--- config.mk ---
export PLATFORM = sky130hd
export DESIGN_NAME = meta_packet_gen
export DESIGN_NICKNAME = d
export VERILOG_FILES = /design/src/rtl/meta_packet_gen.sv
export SDC_FILE = /design/constraint.sdc
export NUM_CORES = 1
export LEC_CHECK = 0
export ABC_AREA = 1
export BUFFER_PORTS_ARGS = -buffer_cell sky130_fd_sc_hd__buf_4
export CORE_MARGIN = 3
export CORE_UTILIZATION = 50
export CTS_CLUSTER_SIZE = 30
export DETAILED_ROUTE_END_ITERATION = 6
export PLACE_DENSITY = 0.87
export SETUP_SLACK_MARGIN = 0.2
export SLEW_MARGIN = 10
export SYNTH_ARGS = -nofsm -noshare
export SYNTH_HDL_FRONTEND = slang
export SYNTH_SLANG_ARGS = --single-unit
--- constraint.sdc ---
create_clock -name clk -period 2.3 [get_ports clk]
set_input_delay 0 -clock clk [delete_from_list [all_inputs] [get_ports clk]]
set_output_delay 0 -clock clk [all_outputs]
set_load 0.005 [all_outputs]
--- src/rtl/meta_packet_gen.sv ---
// meta_packet_gen: AXI4-Stream metadata packet generator (header, payload, optional trailer).
// Define META_CHECKSUM_EN to append an XOR checksum trailer beat to every packet.
module meta_packet_gen #(
    parameter int unsigned DW        = 128,
    parameter int unsigned PKT_BEATS = 4,
    parameter int unsigned NCH       = 4,
    parameter logic [15:0] MAGIC     = 16'h0666
) (
    input  logic          clk,
    input  logic          resetn,
    input  logic          start,
    input  logic          continuous,
    input  logic [31:0]   payload_seed,
    output logic [DW-1:0] axis_out_tdata,
    output logic          axis_out_tvalid,
    input  logic          axis_out_tready,
    output logic          axis_out_tlast,
    output logic [3:0]    axis_out_tdest,
    output logic          busy,
    output logic [31:0]   pkt_count
);
`ifdef META_CHECKSUM_EN
    typedef enum logic [1:0] {IDLE, HDR, PAY, TRL} state_e;
    localparam logic LAST_ON_PAY = 1'b0;
`else
    typedef enum logic [1:0] {IDLE, HDR, PAY} state_e;
    localparam logic LAST_ON_PAY = 1'b1;
`endif
    localparam logic [7:0] LAST_K = 8'(PKT_BEATS);
    localparam logic [3:0] LAST_CH = 4'(NCH - 1);

    state_e        state_q;
    logic [7:0]    beat_q;
    logic [31:0]   seed_q;
    logic [31:0]   seq_q;
    logic [3:0]    ch_q;
    logic [31:0]   cnt_q;
    logic [DW-1:0] tdata_q;
    logic          tvalid_q;
    logic          tlast_q;
    logic [3:0]    tdest_q;
    logic          busy_q;
`ifdef META_CHECKSUM_EN
    logic [DW-1:0] csum_q;
`endif

    logic        hs, done, load;
    logic [3:0]  ch_d;
    logic [31:0] seq_d, cnt_d;
    logic [7:0]  k_d;

    function automatic logic [DW-1:0] hdr_f(input logic [3:0] ch, input logic [31:0] seq);
        logic [DW-1:0] h;
        h = '0;
        h[15:0]  = MAGIC;
        h[23:16] = {4'b0, ch};
        h[31:24] = LAST_K;
        h[63:32] = seq;
        return h;
    endfunction

    function automatic logic [DW-1:0] pay_f(input logic [31:0] seed, input logic [7:0] k);
        logic [DW-1:0] p;
        p = '0;
        p[31:0]  = seed + {24'b0, k};
        p[39:32] = k;
        return p;
    endfunction

    // Completion bookkeeping is computed up front so a back-to-back header
    // already carries the advanced channel and sequence number.
    always_comb begin
        hs    = tvalid_q & axis_out_tready;
        done  = hs & tlast_q;
        load  = ((state_q == IDLE) & (start | continuous)) | (done & continuous);
        ch_d  = ch_q;
        seq_d = seq_q;
        cnt_d = cnt_q;
        if (done) begin
            ch_d  = (ch_q == LAST_CH) ? 4'd0 : ch_q + 4'd1;
            seq_d = seq_q + 32'd1;
            cnt_d = cnt_q + 32'd1;
        end
        k_d = beat_q + 8'd1;
    end

    always_ff @(posedge clk) begin
        if (!resetn) begin
            state_q  <= IDLE;
            beat_q   <= '0;
            seed_q   <= '0;
            seq_q    <= '0;
            ch_q     <= '0;
            cnt_q    <= '0;
            tdata_q  <= '0;
            tvalid_q <= 1'b0;
            tlast_q  <= 1'b0;
            tdest_q  <= '0;
            busy_q   <= 1'b0;
`ifdef META_CHECKSUM_EN
            csum_q   <= '0;
`endif
        end else begin
            ch_q  <= ch_d;
            seq_q <= seq_d;
            cnt_q <= cnt_d;
            if (load) begin
                state_q  <= HDR;
                busy_q   <= 1'b1;
                tvalid_q <= 1'b1;
                tlast_q  <= 1'b0;
                tdest_q  <= ch_d;
                tdata_q  <= hdr_f(ch_d, seq_d);
                seed_q   <= payload_seed;
`ifdef META_CHECKSUM_EN
                csum_q   <= '0;
`endif
            end else if (done) begin
                state_q  <= IDLE;
                busy_q   <= 1'b0;
                tvalid_q <= 1'b0;
                tlast_q  <= 1'b0;
                tdata_q  <= '0;
            end else if (hs) begin
`ifdef META_CHECKSUM_EN
                csum_q <= csum_q ^ tdata_q;
`endif
                unique case (state_q)
                    HDR: begin
                        state_q <= PAY;
                        beat_q  <= 8'd1;
                        tdata_q <= pay_f(seed_q, 8'd1);
                        tlast_q <= LAST_ON_PAY & (LAST_K == 8'd1);
                    end
                    PAY: begin
`ifdef META_CHECKSUM_EN
                        if (beat_q == LAST_K) begin
                            state_q <= TRL;
                            tdata_q <= csum_q ^ tdata_q;
                            tlast_q <= 1'b1;
                        end else begin
                            beat_q  <= k_d;
                            tdata_q <= pay_f(seed_q, k_d);
                            tlast_q <= LAST_ON_PAY & (k_d == LAST_K);
                        end
`else
                        beat_q  <= k_d;
                        tdata_q <= pay_f(seed_q, k_d);
                        tlast_q <= LAST_ON_PAY & (k_d == LAST_K);
`endif
                    end
                    default: ;
                endcase
            end
        end
    end

    assign axis_out_tdata  = tdata_q;
    assign axis_out_tvalid = tvalid_q;
    assign axis_out_tlast  = tlast_q;
    assign axis_out_tdest  = tdest_q;
    assign busy            = busy_q;
    assign pkt_count       = cnt_q;
endmodule

Yosys cells after proc, flatten, opt, wreduce, memory -nomap -nowiden
Cells that the tools add are included.
{"block": "word_totals", "ff_bits": 244, "in_bits": 37, "out_inout_bits": 167, "word_cells": 58}
{"block": "op_classes", "add_sub_neg": 6, "n_eq_ne": 4, "n_mux": 15, "bitwise_logic": 9, "reduce_logical": 12}
{"cell": "128-bit case mux with 2 select lines", "count": 1}
{"cell": "64-bit 2-to-1 mux", "count": 3}
{"cell": "32-bit by 1-bit adder with 32-bit output (second input constant)", "count": 3}
{"cell": "32-bit by 8-bit adder with 32-bit output", "count": 1}
{"cell": "32-bit 2-to-1 mux", "count": 1}
{"cell": "8-bit case mux with 2 select lines", "count": 1}
{"cell": "8-bit by 1-bit adder with 8-bit output (second input constant)", "count": 1}
{"cell": "8-bit by 3-bit == test with 1-bit output (second input constant)", "count": 1}
{"cell": "4-bit 2-to-1 mux", "count": 2}
{"cell": "2-bit AND reduction", "count": 4}
{"cell": "1-bit 2-to-1 mux", "count": 6}
{"cell": "3-bit nonzero test", "count": 2}
{"cell": "4-bit by 1-bit adder with 4-bit output (second input constant)", "count": 1}
{"cell": "1-bit bitwise AND", "count": 4}
{"cell": "4-bit by 2-bit == test with 1-bit output (second input constant)", "count": 1}
{"cell": "4-bit AND reduction", "count": 1}
{"cell": "2-bit nonzero test", "count": 2}
{"cell": "4-bit nonzero test", "count": 1}
{"cell": "1-bit inverter", "count": 3}
{"cell": "3-bit OR reduction", "count": 1}
{"cell": "2-bit by 1-bit == test with 1-bit output (second input constant)", "count": 1}
{"cell": "2-bit == test (second input constant)", "count": 1}
{"cell": "2-bit logical NOT", "count": 1}
{"cell": "1-bit OR", "count": 2}
{"cell": "1-bit case mux with 2 select lines", "count": 1}

Longest topological paths before layout
Gate-level depths: netlist (run 1).
{"block": "depth", "word_depth": 6, "mapped_depth": 20, "mapped_depth_nobuf": 19}

Worst setup path before layout (run 1)
No wires, ideal clock.
{"block": "synth_path", "path_kind": "reg-to-reg", "from": "register state_q[0]", "to": "register tdata_q[22], in the netlist axis_out_tdata[22]", "setup_ns": 0.115, "arrival_ns": 2.399, "required_ns": 2.185, "slack_ns": -0.215, "path_stages_with_launch": 18, "path_buffers": 1, "synth_period_minus_slack_ns": 2.515, "cell_sequence": "dfxtp_1 > inv_1 > ha_1 > buf_2 > nand2_1 > ha_1 > inv_1 > fa_1 > o21ai_0 > nand2_1 > nand2_2 > nand3_1 > nand2_1 > nand2_1 > nand2_1 > a21oi_1 > o21ai_0 > inv_1"}
{"block": "synth_between", "elab_chain_len": 4, "word_cells_on_any_way": 9, "classes_between": "eq/ne (2); mux (1); bitwise (2); reduce/logical (4)"}
{"element": "from (decl)", "line_no": "32", "text": "state_e state_q;"}
{"element": "from (signal assigned)", "line_no": "89", "text": "state_q <= IDLE;"}
{"element": "from (signal assigned)", "line_no": "108", "text": "state_q <= HDR;"}
{"element": "from (signal assigned)", "line_no": "119", "text": "state_q <= IDLE;"}
{"element": "2-bit logical NOT", "line_no": "75", "text": "load = ((state_q == IDLE) & (start | continuous)) | (done & continuous);"}
{"element": "1-bit bitwise AND", "line_no": "75"}
{"element": "1-bit OR", "line_no": "75"}
{"element": "3-bit OR reduction (no source line)"}
{"element": "to (signal assigned)", "line_no": "113", "text": "tdata_q <= hdr_f(ch_d, seq_d);"}
{"element": "to (signal assigned)", "line_no": "132", "text": "tdata_q <= pay_f(seed_q, 8'd1);"}
{"element": "to (signal assigned)", "line_no": "148", "text": "tdata_q <= pay_f(seed_q, k_d);"}
{"element": "to (decl)", "line_no": "38", "text": "logic [DW-1:0] tdata_q;"}
Several ways; a longest one is shown, not always the timed one. The select of a mux whose other input is x is not followed.
A chain may end at the register's enable or synchronous reset.

Final worst setup path (run 1)
{"block": "layout_path", "from": "register beat_q[1]", "to": "register tdata_q[14], in the netlist axis_out_tdata[14]"}
{"block": "layout_between", "elab_chain_len": 3}
{"element": "from (decl)", "line_no": "33", "text": "logic [7:0] beat_q;"}
{"element": "from (signal assigned)", "line_no": "147", "text": "beat_q <= k_d;"}
{"element": "8-bit by 1-bit adder with 8-bit output", "line_no": "84", "text": "k_d = beat_q + 8'd1;"}
{"element": "32-bit by 8-bit adder with 32-bit output", "line_no": "65", "text": "p[31:0] = seed + {24'b0, k};"}
{"element": "128-bit case mux with 2 select lines", "line_no": "128", "text": "unique case (state_q)"}
No other way between the ends. The select of a mux whose other input is x is not followed.

==> flow_metrics.env, run 1 <==
export IMPL_worstPathArrival_ps=2650
export IMPL_ff_latch_area_sq_um=3630
export IMPL_dp_cells=1647
export IMPL_rsz0062_at_grt="true"
export IMPL_cts_sinks=180
export IMPL_p_seq_share_pct=46.0
export IMPL_fin_ws_ps=-0.904
export IMPL_r2r_setup_slack_ps=-0.9
export IMPL_vias_per_cell=5.31
export IMPL_place_ws_ps=-69.0
export IMPL_grt_pass1_vias=8473
export IMPL_leakagePower_nw=5.65
export IMPL_hold_worst_slack_ps=54.0
export IMPL_syn_cell_area_sq_um=9240
export IMPL_wl_per_cell_microns=15.4
export IMPL_drv_cap=0
export IMPL_numPortBuffers=139
export IMPL_synth_flop_cell="dfxtp_1"
export IMPL_fin_crit_sh_pct=100
export IMPL_max_clock_freq_ghz=0.435
export IMPL_hold_path_class="in -> reg"
export IMPL_fin_nets=1550
export IMPL_synth_edf_count=0
export IMPL_p_switching_w=0.00199
export IMPL_grt_overflow_total=0
export IMPL_dp_hpwl_mm=18.5
export IMPL_multi_input_area_sq_um=5300
export IMPL_path_common_cell="nand2_4"
export IMPL_run_status="finished, violations left"
export IMPL_die_w_microns=142
export IMPL_irDropWorstVdd_mv=0.525
export IMPL_grt_use_total_pct=25.0
export IMPL_clkLatencyLatePin_ps=430
export IMPL_synthToLayoutAreaGrowth_pct=35.5
export IMPL_synth_seq_cells=180
export IMPL_hold_path_depth=5
export IMPL_hold_start="axis_out_tready"
export IMPL_critPathMaxStageDelay_ps=400
export IMPL_grt_max_degree=80
export IMPL_drive_gt1_share_pct=29.0
export IMPL_final_cells=1744
export IMPL_n_fill_cell=1372
export IMPL_gp_congestion=0.969
export IMPL_cp_num_buf_inv=2
export IMPL_dr_pass1_iters=7
export IMPL_worst_pin_slew_ps=894
export IMPL_intPower_w=0.00519
export IMPL_antenna_cells=0
export IMPL_violations="setup timing"
export IMPL_io_pins=204
export IMPL_clkTransAtPathRegs_ps=70
export IMPL_crit_family="adder cells"
export IMPL_crit_fanout=5
export IMPL_wirelength_mm=26.9
export IMPL_cp_data_required_time_ps=2650
export IMPL_h_tree_depth=4
export IMPL_finalHoldViolCount=0
export IMPL_p_comb_share_pct=10.9
export IMPL_fp_dieH_microns=142
export IMPL_cts_inserted_buffers=17
export IMPL_min_to="state_q[1]"
export IMPL_cts_tree="done"
export IMPL_detail_route_antenna_nets=0
export IMPL_maxSlewHeadroom_pct=40.4
export IMPL_core_region_area_sq_um=18100
export IMPL_syn_inst=1269
export IMPL_clock_path_buffers=2
export IMPL_cp_cell_sequence="ha_4 > nand2_4 > buf_6 > fa_2 > o21ai_2 > nand2_2 > nand2_4 > nand3_4 > nand2_4 > nand2_4 > nand2_4 > buf_4 > nand2_1 > a31oi_2"
export IMPL_fp_row_count=49
export IMPL_fin_crit_ps=2300
export IMPL_die_area_sq_um=20200
export IMPL_r2r_cells=14
export IMPL_cts_root_buf="clkbuf_16"
export IMPL_start_util_pct=51.1
export IMPL_ys_warn_count=0
export IMPL_synthArstFlopShare_pct=0
export IMPL_clkPwrFrac_pct=43.1
export IMPL_r2r_start="beat_q[1]"
export IMPL_synth_yosys_seq_area_share_pct=39.0
export IMPL_synth_cell_types=50
export IMPL_drc_errors=0
export IMPL_setup_viol=1
export IMPL_grt_pass1_wl_mm=41.7
export IMPL_timing_rr_end="axis_out_tdata[14]"
export IMPL_grt_antenna_before_repair=0
export IMPL_critPathLaunchType="flip-flop"
export IMPL_crit_type="reg -> reg"
export IMPL_dr_total_vias=9255
export IMPL_drv_slew=0
export IMPL_post_route_util_pct=69.3
export IMPL_clock_skew_ps=11.6
export IMPL_crit_slowest_cell="fa_2"
export IMPL_p_sw_share_pct=27.7
export IMPL_drtIter0Drc=636
export IMPL_avgSynthCellArea_sq_um=7.28
export IMPL_power_density_nw_per_um2=573
export IMPL_total_power_w=0.00718
export IMPL_critPathCaptureType="flip-flop"
==> cell usage after synthesis, types with 3 or more instances <==
cell | number | area (sq um)
nand2_1 | 234 | 878
dfxtp_1 | 180 | 3600
inv_1 | 157 | 589
nor2_1 | 132 | 495
a21oi_1 | 84 | 420
nand3_1 | 75 | 375
buf_4 | 66 | 495
o21ai_0 | 63 | 315
xor2_1 | 43 | 377
nand4_1 | 30 | 188
clkbuf_1 | 25 | 93.8
a22o_1 | 21 | 184
nor3_1 | 21 | 105
nand2_2 | 15 | 93.8
nor2_2 | 13 | 81.3
xnor2_1 | 12 | 105
o21a_1 | 11 | 82.6
ha_1 | 10 | 125
buf_1 | 8 | 30.0
nor4_1 | 7 | 43.8
nand3_2 | 6 | 60.1
o21bai_1 | 6 | 45.0
a31oi_1 | 5 | 31.3
nor2_4 | 5 | 56.3
buf_2 | 4 | 20.0
o211ai_1 | 4 | 30.0
mux2i_1 | 3 | 30.0
==> how the worst max path moves through the flow <==
stage | to | cells past startpoint | start
2_1_floorplan | axis_out_tdata[20] | 20 | beat_q[2]
3_3_place_gp | axis_out_tdata[25] | 19 | beat_q[0]
3_5_place_dp | axis_out_tdata[25] | 18 | beat_q[1]
4_1_cts | axis_out_tdata[30] | 16 | beat_q[1]
5_1_grt | axis_out_tdata[11] | 16 | beat_q[1]
6_report | axis_out_tdata[14] | 14 | beat_q[1]
==> flip-flops by register name (all words and copies together), names as in the netlist <==
register and count:
state_q 2, busy 1, axis_out_tdata 64, seed_q 32, axis_out_tdest 4, ch_q 4, beat_q 8, axis_out_tlast 1
seq_q 32, pkt_count 32
==> worst register-to-register path: stages, from the launching register on <==
cell and delay, ps:
dfxtp_4 370, ha_4 280, nand2_4 60, buf_6 120, fa_2 400, o21ai_2 160, nand2_2 80, nand2_4 110
nand3_4 80, nand2_4 90, nand2_4 70, nand2_4 100, buf_4 110, nand2_1 60, a31oi_2 150
==> placed cells by master (no fill, tap or decap), types with 42 or more instances in the layout <==
master | synthesis | final
o21ai_0 | 63 | 60
dfxtp_1 | 180 | 166
conb_1 | 1 | 64
nand2_1 | 234 | 186
buf_4 | 66 | 211
nand2_2 | 15 | 42
nor2_1 | 132 | 115
inv_1 | 157 | 146
nand3_1 | 75 | 55
a21oi_1 | 84 | 80
==> area by class of cell <==
cell class                      count  area share, %
Clock buffer                       17           3.40
Clock inverter                     15           1.68
Inverter                          160           4.81
Multi-Input combinational cell    889           42.3
Sequential cell                   180           29.0
Tap cell                          229           2.29
Timing Repair Buffer              254           16.5
==> power by group through the flow <==
stage | combinational [W] | sequential [W] | clock [W]
finish | 0.000781 | 0.00330 | 0.00310
global placement | 0.000665 | 0.00337 | 0
floorplan | 0.000474 | 0.00335 | 0
global route | 0.000858 | 0.00331 | 0.00323
CTS | 0.000741 | 0.00330 | 0.00311
detailed placement | 0.000678 | 0.00337 | 0
==> layer usage <==
metal / track usage, % / vias to the layer above / part of all wire [%]
met2: 42.0 / 422 / 49
li1: - / 4450 / -
met1: 33.1 / 4328 / 42
met5: 0 / - / 0
met3: 4.33 / 55 / 7.6
met4: 7.32 / 0 / 2.2
==> what timing repair did <==
action,4_1_cts,5_1_grt
endpoints found under the hold margin,32,0
pin swaps,42,50
hold buffers,32,0
setup buffers,15,18
gates resized for setup,59,97
setup endpoints to repair,32,48
cloned,0,0
==> kinds of logic after synthesis <==
group	share of synthesized area (%)
adder cells (fa/ha/maj)	1.57
multiplexers	0.325
AND/OR/NAND/NOR	27.7
buffers and inverters	13.4
other	0.0406
AO/OA/AOI/OAI	12.7
flip-flops	39.0
XOR/XNOR	5.21
==> stage by stage <==
stage	setup TNS, ps	cell area (sq um)
detailed placement	-298	10700
finish	-0.904	12500
global route	-2090	12500
CTS	0	12000
floorplan	0	9610
global placement	-41.8	10700
Note: power is estimated with default switching activity, not from simulation.
==> run 2, diff against run 1 <==
--- a/config.mk
+++ b/config.mk
@@ -5,10 +5,9 @@
 export SDC_FILE = /design/constraint.sdc
 export NUM_CORES = 1
 export LEC_CHECK = 0
-export ABC_AREA = 1
 export BUFFER_PORTS_ARGS = -buffer_cell sky130_fd_sc_hd__buf_4
 export CORE_MARGIN = 3
-export CORE_UTILIZATION = 50
+export CORE_UTILIZATION = 49
 export CTS_CLUSTER_SIZE = 30
 export DETAILED_ROUTE_END_ITERATION = 6
 export PLACE_DENSITY = 0.87
==> run 2 against run 1 <==
Compared with the run above: the flow finishes with violations (DRC, setup timing); synthesized cell count shrank 21%; first-iteration DRC count up 22%; total power fell by 5.6%; maximum frequency fell by 21%; wire length decreased by 3.7%; combinational power shrank 0.6%; design area shrank 9.8%; worst setup slack worse by 610 ps; register-to-register slack lost 610 ps; critical path type unchanged; highest routed layer unchanged.
==> flow_metrics.env, run 2 <==
export IMPL_run_status="finished, violations left"
export IMPL_violations="DRC, setup timing"
export IMPL_syn_inst=1006
export IMPL_cts_inserted_buffers=17
export IMPL_critPathCaptureType="flip-flop"
export IMPL_grt_max_degree=31
export IMPL_detail_route_antenna_nets=0
export IMPL_final_cells=1461
export IMPL_grt_pass1_vias=7369
export IMPL_antenna_cells=0
export IMPL_wl_per_cell_microns=17.8
export IMPL_critPathMaxStageDelay_ps=350
export IMPL_ff_latch_area_sq_um=3610
export IMPL_yosys_area_top_type="dfxtp_1"
export IMPL_final_cell_mix="buf_4, dfxtp_1, nand2_1"
export IMPL_synthTopCellsByArea="dfxtp_1, xor2_1, nand2_1"
export IMPL_finalHoldViolCount=0
export IMPL_multi_input_area_sq_um=4690
export IMPL_syn_cell_area_sq_um=8440
export IMPL_hold_worst_slack_ps=121
export IMPL_synthSimpleGateAreaFrac_pct=20.8
export IMPL_die_area_sq_um=18800
export IMPL_fp_row_count=47
export IMPL_worstPathArrival_ps=3220
export IMPL_clock_skew_ps=12.7
export IMPL_synth_seq_cells=180
export IMPL_min_to="busy"
export IMPL_synthToLayoutAreaGrowth_pct=33.8
export IMPL_r2r_setup_slack_ps=-610
export IMPL_synth_most_common_cell="dfxtp_1"
export IMPL_grt_overflow_total=0
export IMPL_crit_type="reg -> reg"
export IMPL_synth_cell_types=67
export IMPL_irDropWorstVdd_mv=0.559
export IMPL_r2r_cells=12
export IMPL_synth_edf_count=0
export IMPL_maxSlewHeadroom_pct=58.6
export IMPL_synth_flop_cell="dfxtp_1"
export IMPL_clkTransAtPathRegs_ps=70
export IMPL_fin_ws_ps=-608
export IMPL_h_tree_depth=4
export IMPL_grt_pass1_wl_mm=36.4
export IMPL_clock_path_buffers=2
export IMPL_dp_hpwl_mm=15.5
export IMPL_numPortBuffers=139
export IMPL_cp_num_buf_inv=1
export IMPL_synthXorXnorAreaFrac_pct=9.71
export IMPL_hold_path_depth=4
export IMPL_die_w_microns=137
export IMPL_fin_crit_sh_pct=126
export IMPL_drv_cap=0
export IMPL_dp_cells=1380
export IMPL_fp_dieH_microns=137
export IMPL_largest_reg_flops=64
export IMPL_synth_top_family_by_area="simple AND/OR/NAND/NOR gates"
export IMPL_synthArstFlopShare_pct=0
export IMPL_hold_path_class="in -> reg"
export IMPL_ys_warn_count=0
export IMPL_drive_gt1_share_pct=27.4
export IMPL_synth_yosys_seq_area_share_pct=42.7
export IMPL_synthTopCellsByCount="dfxtp_1, nand2_1, nor2_1"
export IMPL_final_common_cell="buf_4"
export IMPL_cts_tree="done"
export IMPL_hold_start="continuous"
export IMPL_critPathLaunchType="flip-flop"
export IMPL_drtIter0Drc=779
export IMPL_setup_viol=27
export IMPL_dr_pass1_iters=7
export IMPL_crit_fanout=7
export IMPL_cp_cell_sequence="ha_2 > nand2_4 > inv_2 > ha_4 > a21o_1 > maj3_2 > o221ai_4 > o2bb2ai_4 > a21boi_4 > o211ai_1 > xor2_1 > a21oi_1"
export IMPL_gp_congestion=0.875
export IMPL_leakagePower_nw=4.76
export IMPL_cp_data_required_time_ps=2620
export IMPL_io_pins=204
export IMPL_max_clock_freq_ghz=0.344
export IMPL_grt_use_total_pct=24.2
export IMPL_rsz0062_at_grt="true"
export IMPL_clkLatencyLatePin_ps=430
export IMPL_fin_nets=1277
export IMPL_worst_pin_slew_ps=614
export IMPL_r2r_start="beat_q[1]"
export IMPL_cts_sinks=180
export IMPL_avgSynthCellArea_sq_um=8.39
export IMPL_start_util_pct=50.6
export IMPL_vias_per_cell=5.68
export IMPL_synth_top_cell_area_share_pct=42.7
export IMPL_synth_compound_area_share_pct=15.5
export IMPL_crit_slowest_cell="maj3_2"
export IMPL_timing_rr_end="axis_out_tdata[29]"
export IMPL_wirelength_mm=25.9
export IMPL_grt_antenna_before_repair=0
export IMPL_cts_root_buf="clkbuf_16"
export IMPL_core_region_area_sq_um=16700
export IMPL_synth_area_mux_share_pct=0.356
export IMPL_crit_family="compound AO/OA/AOI/OAI gates"
export IMPL_drc_errors=24
export IMPL_power_density_nw_per_um2=600
export IMPL_worstSetupStartpoint="beat_q[1]"
export IMPL_dr_total_vias=8293
export IMPL_fin_crit_ps=2910
export IMPL_synth_fa_ha_area_share_pct=1.96
export IMPL_drv_slew=0
export IMPL_n_fill_cell=1193
==> run 2: cell count changes after synthesis, moves of 31 or more <==
cell / before / now
and3_1: 2 / 33
inv_1: 157 / 10
nor2_1: 132 / 94
nand3_1: 75 / 40
o21ai_0: 63 / 32
nand2_1: 234 / 147
==> run 2: kinds of logic (layout without fill, tap and decap cells) <==
family | Yosys count | after routing
other | 1 | 64
buffers and inverters | 131 | 303
flip-flops | 180 | 180
AND/OR/NAND/NOR | 378 | 378
adder cells (fa/ha/maj) | 13 | 13
multiplexers | 3 | 3
AO/OA/AOI/OAI | 208 | 208
XOR/XNOR | 92 | 92
==> run 2: worst max-delay path by stage <==
stage	endpoint	slack, ps	cells after the start
detailed placement	axis_out_tdata[18]	-610	15
global route	axis_out_tdata[18]	-700	16
global placement	axis_out_tdata[21]	-510	12
finish	axis_out_tdata[29]	-610	12
floorplan	axis_out_tdata[18]	-750	19
CTS	axis_out_tdata[24]	-500	16
==> run 2: area by class of cell <==
class	instances	share of cell area [%]
clock buffers	20	4.04
inverters	10	0.343
multi-input cells	758	41.5
clock inverters	11	0.698
repair buffers	262	19.0
flip-flops and latches	180	32.0
well taps	220	2.44
==> run 2: metal layers <==
| layer | up-vias | global-route usage (%) | routed length [microns] |
|---|---|---|---|
| li1 | 3768 | - | - |
| met1 | 3880 | 29.5 | 9720 |
| met2 | 502 | 40.9 | 12700 |
| met3 | 143 | 4.53 | 2120 |
| met4 | 0 | 11.8 | 1370 |
| met5 | - | 0 | 0 |
==> run 2: power breakdown <==
group / switching, W / internal [W] / total, W
registers: 0.0000961 / 0.00320 / 0.00330
clock network: 0.00127 / 0.00144 / 0.00270
logic: 0.000442 / 0.000334 / 0.000776
==> run 2: metrics by stage <==
| stage | setup TNS (ps) | util, % | setup WS, ps | total power, W | area [sq um] |
|---|---|---|---|---|---|
| 2_1_floorplan | -16270 | - | -745 | 0.00378 | 8760 |
| 3_3_place_gp | -10870 | 59.4 | -511 | 0.00397 | 9920 |
| 3_5_place_dp | -13100 | 59.4 | -614 | 0.00399 | 9920 |
| 4_1_cts | -10550 | 65.4 | -502 | 0.00668 | 10900 |
| 5_1_grt | -14510 | 67.6 | -697 | 0.00697 | 11300 |
| 6_report | -11750 | 67.6 | -608 | 0.00678 | 11300 |
==> run 2: worst min-delay path, stage by stage <==
cell and delay, ps:
buf_4 90, a21o_1 140, o21ai_4 130, a21oi_1 150
==> run 2: what timing repair did <==
action	4_1_cts	5_1_grt
hold buffers	34	0
setup endpoints to repair	40	74
gates cloned	0	1
resized for setup	17	65
buffers inserted	5	10
pin swaps	18	47
endpoints found under the hold margin	35	0
